### config.mk
export PLATFORM = sky130hd
export DESIGN_NAME = stream_block_arbiter
export DESIGN_NICKNAME = d
export VERILOG_FILES = /design/src/rtl/gzip_stream_pkg.sv /design/src/rtl/stream_block_arbiter_rr_arb2.sv /design/src/rtl/stream_block_arbiter.sv
export SDC_FILE = /design/constraint.sdc
export NUM_CORES = 1
export LEC_CHECK = 0
export CAP_MARGIN = 20
export CORE_MARGIN = 2
export CORE_UTILIZATION = 30
export DETAILED_ROUTE_END_ITERATION = 12
export PLACE_DENSITY = 0.73
export REMOVE_ABC_BUFFERS = 1
export SLEW_MARGIN = 20
export SYNTH_ARGS = -nofsm -noshare
export SYNTH_HDL_FRONTEND = slang
export SYNTH_SLANG_ARGS = --single-unit
### constraint.sdc
create_clock -name clk -period 0.9 [get_ports clk]
set_input_delay 0.18 -clock clk [delete_from_list [all_inputs] [get_ports clk]]
set_output_delay 0.18 -clock clk [all_outputs]
set_load 0.05 [all_outputs]
### src/rtl/gzip_stream_pkg.sv
// Shared types and constants for the gzip stream front-end (arbiter and block splitter).
package gzip_stream_pkg;

  typedef enum logic [1:0] {
    IDLE,
    GRANT,
    GAP
  } state_t;

  localparam int unsigned DEFAULT_BLOCK_LEN = 16384;

endpackage

### src/rtl/stream_block_arbiter_rr_arb2.sv
// Two-request round-robin pick: on a tie the source other than `last` wins.
module rr_arb2 (
  input  logic [1:0] req,
  input  logic       last,
  output logic       gnt
);

  always_comb begin
    if (req[0] && req[1]) gnt = ~last;
    else                  gnt = req[1];
  end

endmodule

### src/rtl/stream_block_arbiter.sv
// Two-source stream scheduler ahead of the gzip block splitter; whole-stream grants, round-robin.
// Optional post-block idle gap is built only when BLOCK_GAP_EN is defined.
module stream_block_arbiter
  import gzip_stream_pkg::*;
#(
  parameter int unsigned BLOCK_LEN  = DEFAULT_BLOCK_LEN,
  parameter int unsigned GAP_CYCLES = 4
) (
  input  logic       clk,
  input  logic       rst,
  input  logic       s0_valid,
  input  logic       s0_eos,
  input  logic [7:0] s0_byte,
  output logic       s0_ready,
  input  logic       s1_valid,
  input  logic       s1_eos,
  input  logic [7:0] s1_byte,
  output logic       s1_ready,
  output logic       o_en,
  output logic       o_eos,
  output logic [7:0] o_byte,
  output logic       o_sid
);

  localparam int unsigned CW = (BLOCK_LEN > 1) ? $clog2(BLOCK_LEN) : 1;
  localparam logic [CW-1:0] CNT_LAST = CW'(BLOCK_LEN - 1);

`ifdef BLOCK_GAP_EN
  localparam bit GAP_ON = (GAP_CYCLES != 0);
  localparam int unsigned GW = (GAP_CYCLES > 2) ? $clog2(GAP_CYCLES) : 1;
  localparam logic [GW-1:0] GAP_LOAD = GW'((GAP_CYCLES > 0) ? GAP_CYCLES - 1 : 0);

  logic [GW-1:0] gap_cnt, gap_cnt_n;
  logic          ended, ended_n;
`endif

  state_t        state, state_n;
  logic          grant, grant_n;
  logic          last_grant, last_n;
  logic [CW-1:0] cnt, cnt_n;
  logic [1:0]    req;
  logic          pick;
  logic          xfer;
  logic          x_eos;
  logic [7:0]    x_byte;
  logic          blk_end;

  assign req = {s1_valid, s0_valid};

  rr_arb2 u_arb (
    .req  (req),
    .last (last_grant),
    .gnt  (pick)
  );

  // Ready depends only on registered state, never on the requester's valid.
  assign s0_ready = (state == GRANT) && !grant;
  assign s1_ready = (state == GRANT) &&  grant;

  assign xfer    = (s0_valid && s0_ready) || (s1_valid && s1_ready);
  assign x_eos   = grant ? s1_eos  : s0_eos;
  assign x_byte  = grant ? s1_byte : s0_byte;
  assign blk_end = (cnt == CNT_LAST);

  always_comb begin
    state_n = state;
    grant_n = grant;
    last_n  = last_grant;
    cnt_n   = cnt;
`ifdef BLOCK_GAP_EN
    ended_n   = ended;
    gap_cnt_n = gap_cnt;
`endif
    case (state)
      IDLE: begin
        if (|req) begin
          grant_n = pick;
          state_n = GRANT;
`ifdef BLOCK_GAP_EN
          ended_n = 1'b0;
`endif
        end
      end
      GRANT: begin
        if (xfer) begin
          cnt_n = cnt + 1'b1;
          // eos on the last byte of a block is one block end, so it is tested first.
          if (x_eos) begin
            last_n  = grant;
            cnt_n   = '0;
            state_n = IDLE;
`ifdef BLOCK_GAP_EN
            ended_n = 1'b1;
            if (GAP_ON) begin
              state_n   = GAP;
              gap_cnt_n = GAP_LOAD;
            end
`endif
          end else if (blk_end) begin
            cnt_n = '0;
`ifdef BLOCK_GAP_EN
            ended_n = 1'b0;
            if (GAP_ON) begin
              state_n   = GAP;
              gap_cnt_n = GAP_LOAD;
            end
`endif
          end
        end
      end
`ifdef BLOCK_GAP_EN
      GAP: begin
        if (gap_cnt == '0) state_n = ended ? IDLE : GRANT;
        else               gap_cnt_n = gap_cnt - 1'b1;
      end
`endif
      default: state_n = IDLE;
    endcase
  end

  always_ff @(posedge clk) begin
    if (rst) begin
      state      <= IDLE;
      grant      <= 1'b0;
      last_grant <= 1'b1;
      cnt        <= '0;
`ifdef BLOCK_GAP_EN
      gap_cnt    <= '0;
      ended      <= 1'b0;
`endif
      o_en       <= 1'b0;
      o_eos      <= 1'b0;
      o_byte     <= '0;
      o_sid      <= 1'b0;
    end else begin
      state      <= state_n;
      grant      <= grant_n;
      last_grant <= last_n;
      cnt        <= cnt_n;
`ifdef BLOCK_GAP_EN
      gap_cnt    <= gap_cnt_n;
      ended      <= ended_n;
`endif
      o_en       <= xfer;
      o_eos      <= xfer && x_eos;
      o_byte     <= xfer ? x_byte : '0;
      o_sid      <= xfer && grant;
    end
  end

endmodule
After elaboration in Yosys (flattened, before gate mapping) --
Index checks and enable logic that the tools add are counted.
Word-level totals: register bits after elaboration 15, output and inout bits 13, word-level logic and storage cells 35
Cells by class: equal/unequal tests 4, mux-type cells 7, bitwise logic cells 2, reductions and logical operators 15
Operators by type and width (number):
- $mux W8 | 1
- $logic_and A1 B1 Y1 | 7
- $mux W2 | 3
- $ne A2 B2 Y1 const B | 3
- $reduce_and A3 Y1 | 2
- $pmux W2 S2 | 1
- $reduce_or A2 Y1 | 2
- $eq A2 B1 Y1 const B | 1
- $logic_not A2 Y1 | 1
- $mux W1 | 2
- $not A1 Y1 | 2
- $reduce_and A2 Y1 | 1
- $logic_not A1 Y1 | 1
- $logic_or A1 B1 Y1 | 1

Depth between registers and ports, before layout --
word-level depth 6, depth in mapped cells 4

Modules after synthesis --
A second synthesis with hierarchy kept.
Second synthesis, totals: cells, all modules 51, area, all modules 578.1 µm²
By module, submodules not included:
- stream_block_arbiter | times used 1, cells each 50, area each 566.8 µm², sequential area each 280.3 µm²
- rr_arb2 | times used 1, cells each 1, area each 11.3 µm², sequential area each 0.0 µm²

Worst setup path before layout --
Ideal clock, no wire load.
kind reg-to-output, start register grant, end output port s0_ready, arrival time 1.202 ns, required time 0.720 ns, setup slack -0.482 ns, stages on the path, launching flop included 3, buffers on the path 1, cells stage by stage dfxtp_1 > buf_4 > nor2b_1
Between the ends: longest elaborated chain between the ends 2
Ends and longest elaborated chain:
- start, declared | line stream_block_arbiter.sv:38 | logic grant, grant_n;
- start signal, assigned | line stream_block_arbiter.sv:137 | grant <= grant_n;
- $logic_not A1 Y1 | line stream_block_arbiter.sv:57 | assign s0_ready = (state == GRANT) && !grant;
- $logic_and A1 B1 Y1 | line stream_block_arbiter.sv:57
- end, declared | line stream_block_arbiter.sv:14 | output logic s0_ready,
No other way between the ends.

Final worst setup path --
Same ends and word-level chain as after synthesis.

==> metrics.md <==
| Metric | Value |
|---|---|
| Row count | 15 |
| WS Path Type | reg -> out |
| Achievable Freq | 862.5 MHz |
| Area delta synth->final | 127.8% |
| Final setup vio count | 26 |
| Vias in the first global route | 532 |
| Largest net degree at the start of global routing | 9 |
| Relative slew slack | 81.51% |
| Crit end category | output port |
| Top-level port count | 35 |
| DP Area | 0.001042 mm2 |
| Mean Syn Cell Area | 10.20 um2 |
| Slew at the pin with the worst max-slew slack | 276.5 ps |
| Detailed router's first-iteration violation count | 9 |
| Detailed Place HPWL | 1153 um |
| Status | finished with violations |
| Sum Neg Setup Slack | -3088 ps |
| Warnings from Yosys | 0 |
| Ys async rst share | 0% |
| CP Max Fanout | 3 |
| Area leader, netlist | dfxtp_1 |
| Post-Synthesis Cell Area | 530.5 um2 |
| RSZ-0062 raised after global routing | true |
| Slowest stage delay, CP | 340 ps |
| CP Cell Sequence | buf_6 > nor2b_4 > buf_6 |
| Period Utilization, post-route | 128.8% |
| Max-slew violations | 0 |
| Prevailing post-synth register cell | dfxtp_1 |
| FF+latch count, synth | 14 |
| Peak supply drop | 0.7975 mV |
| Port bufs | 34 |
| Final net count | 123 |
| Post-synth top area share | 52.83% |
| DRT Wirelength | 1617 um |
| DR vias | 549 |
| Total chip power | 0.001574 W |
| Routed WL per cell | 13.82 um |
| CTS tree | yes |
| Gpl congestion | 0.8892 |
| Number of standard cells after synthesis | 52 |
| Post-route setup slack | -259.5 ps |
| Clock skew | 4.378 ps |
| Synth cell types | 18 |
| Failing checks | negative setup slack |
| Initial antenna violation count | 0 |
| Initial core utilization | 31.41% |
| Clk Latency, worst-skew pair | 280 ps |
| CP Data Arrival Time | 980 ps |
| Seq/Total Area, Yosys | 52.83% |
| Setup WS pre-CTS | -364.0 ps |
| Fin area | 0.001209 mm2 |
| Crit path top cell by count | buf_6 |
| Hold-fix buffers at CTS | 0 |
| Lkg Pwr | 0.5245 nW |
| Worst Setup Start Kind | flop |
| Top post-synthesis cells by area | dfxtp_1, mux2i_1, nor2_1, nand3b_4, a21oi_1 |
| Post-DRT Antenna Nets | 0 |
| Num CTS Buffers | 3 |
| Final Hold Fails | 0 |
| 1st-pass router iterations | 4 |
| Critical path required time | 720 ps |
| Max clock buf depth | 2 |
| First-pass GRT wire length | 2539 um |
| Die Span X | 46.05 um |
| Slowest CP cell | dfxtp_2 |
| Min Hold Slack | 500.7 ps |
| CTS root buffer | clkbuf_4 |
| Worst-path clk slew | 90 ps |
| Max cap viols | 0 |
| Grt ovf | 0 |
| Most frequent cell after synthesis | dfxtp_1 |
| Die footprint | 0.002121 mm2 |
| Clk sinks | 14 |
| H-tree depth | 1 |
| Final worst path period need | 1159 ps |
| Vias per cell | 4.692 |
| Drc violations | 0 |
| Most frequent cells after synthesis | dfxtp_1, nor2_1, mux2i_1 |
| EDFF count, synth | 0 |
| Pwr/cell area | 1302 mW/mm2 |
| Die Y | 46.05 um |
| ANT cells | 0 |
| Hold Path Class | in -> reg |
| Crit path max-delay family | flip-flops |
| Crit path buffers/inverters | 2 |
| Global Route Usage Sum | 17.14% |
| Core Region | 0.001689 mm2 |
| Layout cells sized above 1 | 49.00% |
-- power by group --
group          leakage [nW]  switching [W]  internal [W]
Combinational         0.383       0.000191      0.000266
Clock                0.0210       0.000202      0.000246
Sequential            0.120      0.0000209      0.000649
-- worst paths after layout --
kind              startpoint         end  slack (ps)  cells past startpoint
setup / recovery       grant    s0_ready        -260                      3
hold / removal    s0_byte[2]   o_byte[2]         500                      3
setup reg to reg       grant  last_grant        -220                      5
hold reg to reg   last_grant  last_grant         540                      2
-- sequential cells by signal, indices dropped and copies added (netlist names) --
signal and count:
o_sid 1, o_eos 1, last_grant 1, o_byte 8
grant 1, state 1, o_en 1
-- per-stage QoR --
| step | utilization, % | instances |
|---|---|---|
| after global placement | 61.70 | 107 |
| after global routing | 71.56 | 117 |
| after floorplan | - | 50 |
| after detailed placement | 61.70 | 107 |
| after CTS | 69.70 | 116 |
| final | 71.56 | 117 |
-- repair_timing --
action / 4_1_cts / 5_1_grt
pin swaps: 2 / 3
gates cloned: 1 / 0
setup endpoints to repair: 25 / 26
buffers inserted: 4 / 1
gates resized for setup: 23 / 4
-- layout by cell type (no fill, tap or decap) --
cell type	instances
clkbuf_8	1
nor3_1	1
nand4b_1	1
nor3_2	1
a21oi_2	2
buf_6	4
o21ai_1	1
clkbuf_4	3
nor2b_4	1
a21oi_1	1
clkdlybuf4s50_1	21
dfxtp_2	12
and2_4	1
dfxtp_1	1
inv_1	2
nand4_1	1
buf_4	7
dfxtp_4	1
nand2_1	2
nand3b_1	1
nand3b_4	2
mux2_4	1
nor2_1	10
buf_12	13
and3b_1	1
mux2i_1	8
-- cell type report --
type / instances / area, um2
Sequential cell: 14 / 299.0
Tap cell: 17 / 21.27
Inverter: 2 / 7.507
Multi-Input combinational cell: 35 / 276.5
Clock buffer: 4 / 36.28
Timing Repair Buffer: 45 / 568.0
Fill cell: 115 / 480.5
-- worst register-to-register path, cell delays in order, from the launching register on --
cell and delay, ps:
dfxtp_2 340, buf_4 140, buf_6 110, nand4b_1 240, nor2_1 130, a21oi_1 50
-- kinds of logic after synthesis --
kind of cell / count (synthesis) / share of synthesized area (%)
AOI/OAI and AO/OA: 4 / 3.772
buffers and inverters: 4 / 3.774
and+or+nand+nor: 21 / 22.41
DFF: 14 / 52.83
muxes: 9 / 17.22
-- layer usage --
metal	track usage [%]	up-vias	routed length (um)
li1	-	272	-
met1	21.53	260	646
met2	28.89	17	915
met3	2.745	0	55
met4	6.857	0	0
met5	0	-	0
No activity file was read; power rests on OpenSTA's default activity.
